## config.mk

```make
export PLATFORM = sky130hd
export DESIGN_NAME = rh_axi4_wr_slave
export DESIGN_NICKNAME = d
export VERILOG_FILES = /design/src/rtl/rh_axi4_wr_slave.sv
export SDC_FILE = /design/constraint.sdc
export NUM_CORES = 1
export LEC_CHECK = 0
export ABC_AREA = 1
export CORE_MARGIN = 2
export CORE_UTILIZATION = 45
export CTS_BUF_LIST = sky130_fd_sc_hd__clkbuf_8
export DETAILED_ROUTE_END_ITERATION = 16
export HOLD_SLACK_MARGIN = 0.02
export PLACE_DENSITY = 0.65
export SLEW_MARGIN = 20
export SYNTH_ARGS = -nofsm -noshare
export SYNTH_HDL_FRONTEND = slang
export SYNTH_SLANG_ARGS = --single-unit
```

## constraint.sdc

```tcl
create_clock -name ACLK -period 9.15 [get_ports ACLK]
set_input_delay 0.915 -clock ACLK [delete_from_list [all_inputs] [get_ports ACLK]]
set_output_delay 0.915 -clock ACLK [all_outputs]
set_load 0.02 [all_outputs]
```

## src/rtl/rh_axi4_wr_slave.sv

```systemverilog
// AXI4 write-channel slave: one burst at a time (AW -> W beats -> B) driving a word-wide memory write port.
// Optional WLAST consistency check enabled by defining RH_AXI4_WR_SLV_WLAST_CHK_EN.
module rh_axi4_wr_slave #(
    parameter int AW = 32,
    parameter int DW = 32,
    parameter int IW = 4,
    parameter int MEM_AW = 10,
    parameter logic [AW-1:0] BASE = '0,
    localparam int NB = DW / 8
) (
    input  logic              ACLK,
    input  logic              ARESET,
    input  logic              AWVALID,
    output logic              AWREADY,
    input  logic [IW-1:0]     AWID,
    input  logic [AW-1:0]     AWADDR,
    input  logic [7:0]        AWLEN,
    input  logic [2:0]        AWSIZE,
    input  logic [1:0]        AWBURST,
    input  logic              AWLOCK,
    input  logic              WVALID,
    output logic              WREADY,
    input  logic [DW-1:0]     WDATA,
    input  logic [NB-1:0]     WSTRB,
    input  logic              WLAST,
    output logic              BVALID,
    input  logic              BREADY,
    output logic [IW-1:0]     BID,
    output logic [1:0]        BRESP,
    output logic              mem_we,
    output logic [MEM_AW-1:0] mem_addr,
    output logic [DW-1:0]     mem_wdata,
    output logic [NB-1:0]     mem_wstrb
);
    localparam int LOG_NB = $clog2(NB);
    localparam logic [2:0] LOG_NB3 = 3'(LOG_NB);
    localparam logic [AW-1:0] ONE = {{(AW-1){1'b0}}, 1'b1};

    localparam logic [1:0] S_IDLE = 2'd0;
    localparam logic [1:0] S_DATA = 2'd1;
    localparam logic [1:0] S_RESP = 2'd2;

    logic [1:0]    state;
    logic [IW-1:0] id_q;
    logic [AW-1:0] cur_addr, wrap_lo, wrap_end;
    logic [7:0]    len_q, beat_cnt;
    logic [2:0]    size_q;
    logic [1:0]    burst_q;
    logic          burst_bad, err;

    // Exclusive access is not supported; a locked write is just a normal write.
    logic unused_lock;
    assign unused_lock = AWLOCK;

    // Burst-level legality, evaluated on the AW request itself
    logic [AW-1:0] aw_bytes, aw_wlen;
    logic          aw_bad;
    always_comb begin
        aw_bytes = ONE << AWSIZE;
        aw_wlen  = aw_bytes * ({{(AW-8){1'b0}}, AWLEN} + ONE);
        aw_bad   = (AWSIZE > LOG_NB3) || (AWBURST == 2'b11) ||
                   ((AWBURST == 2'b10) &&
                    (!(AWLEN inside {8'd1, 8'd3, 8'd7, 8'd15}) || ((AWADDR & (aw_bytes - ONE)) != '0)));
    end

    logic [AW-1:0] bytes, off, next_addr, inc_addr;
    logic          range_err, beat_err, last_beat, wlast_bad;
    always_comb begin
        bytes     = ONE << size_q;
        off       = cur_addr - BASE;
        range_err = (cur_addr < BASE) || ((off >> (LOG_NB + MEM_AW)) != '0);
        beat_err  = burst_bad | range_err;
        last_beat = (beat_cnt == len_q);
        inc_addr  = cur_addr + bytes;
        case (burst_q)
            2'b01:   next_addr = (cur_addr & ~(bytes - ONE)) + bytes;
            2'b10:   next_addr = (inc_addr == wrap_end) ? wrap_lo : inc_addr;
            default: next_addr = cur_addr;
        endcase
    end

`ifdef RH_AXI4_WR_SLV_WLAST_CHK_EN
    assign wlast_bad = (WLAST != last_beat);
`else
    logic unused_wlast;
    assign unused_wlast = WLAST;
    assign wlast_bad    = 1'b0;
`endif

    assign mem_we    = WVALID & WREADY & ~beat_err;
    assign mem_addr  = MEM_AW'(off >> LOG_NB);
    assign mem_wdata = WDATA;
    assign mem_wstrb = WSTRB;

    always_ff @(posedge ACLK or posedge ARESET) begin
        if (ARESET) begin
            state     <= S_IDLE;
            AWREADY   <= 1'b0;
            WREADY    <= 1'b0;
            BVALID    <= 1'b0;
            BID       <= '0;
            BRESP     <= 2'b00;
            id_q      <= '0;
            cur_addr  <= '0;
            wrap_lo   <= '0;
            wrap_end  <= '0;
            len_q     <= '0;
            beat_cnt  <= '0;
            size_q    <= '0;
            burst_q   <= '0;
            burst_bad <= 1'b0;
            err       <= 1'b0;
        end else begin
            case (state)
                S_IDLE: begin
                    if (!AWREADY) begin
                        AWREADY <= 1'b1;
                    end else if (AWVALID) begin
                        AWREADY   <= 1'b0;
                        WREADY    <= 1'b1;
                        state     <= S_DATA;
                        id_q      <= AWID;
                        cur_addr  <= AWADDR;
                        // Wrap window only meaningful for legal WRAP bursts (power-of-two length)
                        wrap_lo   <= AWADDR & ~(aw_wlen - ONE);
                        wrap_end  <= (AWADDR & ~(aw_wlen - ONE)) + aw_wlen;
                        len_q     <= AWLEN;
                        size_q    <= AWSIZE;
                        burst_q   <= AWBURST;
                        beat_cnt  <= '0;
                        burst_bad <= aw_bad;
                        err       <= aw_bad;
                    end
                end
                S_DATA: begin
                    if (WVALID) begin
                        beat_cnt <= beat_cnt + 8'd1;
                        cur_addr <= next_addr;
                        err      <= err | beat_err | wlast_bad;
                        if (last_beat) begin
                            WREADY <= 1'b0;
                            BVALID <= 1'b1;
                            BID    <= id_q;
                            BRESP  <= (err | beat_err | wlast_bad) ? 2'b10 : 2'b00;
                            state  <= S_RESP;
                        end
                    end
                end
                S_RESP: begin
                    if (BREADY) begin
                        BVALID  <= 1'b0;
                        AWREADY <= 1'b1;
                        state   <= S_IDLE;
                    end
                end
                default: state <= S_IDLE;
            endcase
        end
    end
endmodule

```

==> qor.txt <==
status = completed
top flip-flop cell by instance count after synthesis = sky130_fd_sc_hd__dfrtp_1
Async SR Flop Fraction = 1.000
routed via count = 15080
mean number of vias per cell = 5.259
Fin Clk Skew = 0.02022 ns
clock transition time at the flip-flop clock pins of the worst setup and hold paths = 0.08 ns
clock latency at the later pin of the worst-skew pair = 0.50 ns
area fraction in compound gates after synthesis = 0.08093
worst slew margin relative to its limit = 0.3662
area enclosed by the die boundary = 33960 um2
number of nets in the layout = 2611
CTS sink cnt = 133
Clock Path Buffers = 2
post-synthesis to final-layout area growth = 8.042%
Crit path required time = 9.54 ns
cell type contributing the most total cell area after synthesis = sky130_fd_sc_hd__dfrtp_1
IR Drop Worst-Case VDD = 0.1106 mV
I/O Buffers = 72
number of flops mapped to enable cells by yosys = 0
proportion of total power due to net switching = 0.5148
internal power = 1.854 mW
total wire length after detailed routing = 46480 um
number of buffers created by CTS = 17
routed length on met3 = 3608 um
number of maximum-capacitance constraint violations = 0
die width = 184.3 um
Net Count, Synth = 2606
H-tree depth = 4
highest achievable clock rate = 0.1272 GHz
Slew Limit Fails = 0
Pleak = 8.585 nW
minimum clock period after layout = 7.863 ns
Syn Area/Cell = 6.069 um2
area share of and/or/nand/nor cells after synthesis = 0.4224
HPWL after DPL = 35590 um
most instantiated cells after synthesis = sky130_fd_sc_hd__nand2_1, sky130_fd_sc_hd__inv_1, sky130_fd_sc_hd__nor2_1
TritonCTS clock tree = yes
highest-delay cell along the critical path = sky130_fd_sc_hd__xor2_1
diodes inserted = 0
cell area power density = 241.8 nW/um2
die height = 184.3 um
final std cell area, no fill = 15800 um2
hold crit path type = reg -> reg
first-iteration detailed-routing DRC count = 1482
type of the setup path with the least slack = in -> reg
final setup violation count = 0
sequential share of power = 0.296
total congestion overflow after global routing = 0
switching power summed over all nets = 1.967 mW
biggest fanout along the worst timing path = 8
ports placed on the boundary = 148
initial antenna violation count = 0
Syn. warnings = 0
routability congestion estimate = 0.9653
router iterations before antenna repair = 6
top area cells in the synthesized netlist = sky130_fd_sc_hd__dfrtp_1, sky130_fd_sc_hd__nand2_1, sky130_fd_sc_hd__inv_1, sky130_fd_sc_hd__nand3_1, sky130_fd_sc_hd__nor2_1
Routed Antenna Nets = 0
root buffer cell = sky130_fd_sc_hd__clkbuf_8
final sum of negative setup slack = 0 ns
setup slack of the most critical reg-to-reg path = 4.40 ns
buffers inserted during post-CTS setup optimization = 0
Placeable Area = 32290 um2
Netlist cell types = 48
layout cell share with drive strength beyond 1 = 0.05565
power share of the combinational group = 0.565
XOR/XNOR share of the synthesized area = 0.02276
share of the yosys chip area belonging to registers = 0.2276
fraction of post-synthesis cell area in the top cell type by area = 0.2276
post-cts gate resize count = 0
total cell area at the placement stage = 15410 um2
first-pass GRT wire length = 75710 um
placement row count = 66
netlist area before placement = 14630 um2
startpoint type of the worst setup path = input port
Power Total = 3.821 mW
via count of the first global-routing pass = 14270
total met2 wirelength after detailed routing = 20330 um
Initial Util = 0.4530
adder-cell share of the synthesized area = 0.1116
Final Hold Viols = 0
Filler Cells Inserted = 3395
sort of element at the end of the critical path = flop
detailed-route wire length per cell = 16.21 um
largest net degree at the start of global routing = 70
highest routed metal layer = met4
actual slew at the worst max-slew pin = 0.9507 ns
share of power burned in the clock network = 0.139
maximum single-stage delay on the critical path = 0.62 ns
hold buffer count at CTS = 0
data arrival at the endpoint of the critical path = 8.25 ns
metal1 wirelength = 21800 um
unrepaired setup endpoints after global routing = false
largest family of logic cells by synthesized area = simple AND/OR/NAND/NOR gates
GRT Resource Usage Total = 0.2845
period utilization = 0.8593
proportion of synthesized area in mux cells = 0
flip-flop and latch count after synthesis = 133
library cell with the highest instance count after synthesis = sky130_fd_sc_hd__nand2_1
# DRC = 0
cells after synthesis = 2410
-- worst max-delay path: cells and delay by family --
family | cells | cell delay, ns
buffers and inverters | 7 | 1.27
and+or+nand+nor | 20 | 2.92
adders and majority gates | 5 | 2.52
xor gates and xnor gates | 1 | 0.62
-- routing by layer --
layer / vias to the layer above / global-route usage
li1: 7518 / -
met1: 6993 / 0.4103
met2: 526 / 0.4462
met3: 46 / 0.04268
met4: 0 / 0.07104
met5: - / 0
-- final cells by class --
cell class	count	area, um2	area share
sequential	133	3328	0.2106
clock buffer	17	234.0	0.01481
timing repair buffer	86	825.8	0.05226
clock inverter	13	160.2	0.01014
inverter	359	1354	0.08568
tap	442	553.0	0.03500
multi-input combinational	1818	9346	0.5915
-- stage by stage --
step	cells	worst slack, ns	hold WS (ns)	util
final	2868	1.287	0.4780	0.4894
after global placement	2838	1.057	0.4545	0.4772
after CTS	2868	1.430	0.4809	0.4894
after detailed placement	2838	0.9230	0.4613	0.4772
after floorplan	2410	2.838	0.4336	-
after global routing	2868	0.7144	0.5011	0.4894
-- path summary, 6_finish.rpt --
check / from / to / depth (start not counted)
setup / recovery: AWLEN[0] / wrap_end[31] / 33
hold / removal: id_q[3] / id_q[3] / 2
setup reg to reg: size_q[2] / cur_addr[9] / 25
hold reg to reg: id_q[3] / id_q[3] / 2
max in group asynchronous: ARESET / wrap_end[31] / 3
min in group asynchronous: ARESET / id_q[2] / 2
-- cell families after synthesis --
| logic type | Yosys count |
|---|---|
| compound gates | 220 |
| buf+inv | 459 |
| simple gates | 1455 |
| flops | 133 |
| other cells | 1 |
| xor+xnor | 38 |
| fa+ha+maj | 104 |
-- flip-flops by register name, indices dropped and copies added (netlist names), 2 cells and up --
register / flops
len_q: 8
id_q: 4
state: 2
wrap_end: 32
size_q: 3
cur_addr: 32
beat_cnt: 8
burst_q: 2
wrap_lo: 32
BID: 4
-- cell usage in the layout, fill, tap and decap left out, drive strengths merged, types with 6 or more instances in the layout --
cell type,netlist,layout
dfrtp,133,133
nor2,274,274
o21ai,116,116
inv,355,356
a31oi,6,6
clkinv,4,8
nand3,223,223
nor3,32,32
buf,67,14
nand2,858,858
nand4,45,45
or2,11,11
xor2,32,32
fa,44,44
o31ai,7,7
clkbuf,33,17
ha,60,60
a21oi,71,71
clkdlybuf4s50,0,72
xnor2,6,6
-- power groups by stage --
stage          clock network [mW]  logic [mW]  registers [mW]
6_report                    0.533        2.16            1.13
5_1_grt                     0.564        2.46            1.16
2_1_floorplan                   0        1.66            1.03
4_1_cts                     0.541        2.14            1.12
3_3_place_gp                    0        2.08            1.12
3_5_place_dp                    0        2.12            1.13
Note: power is estimated with default switching activity, not from simulation.
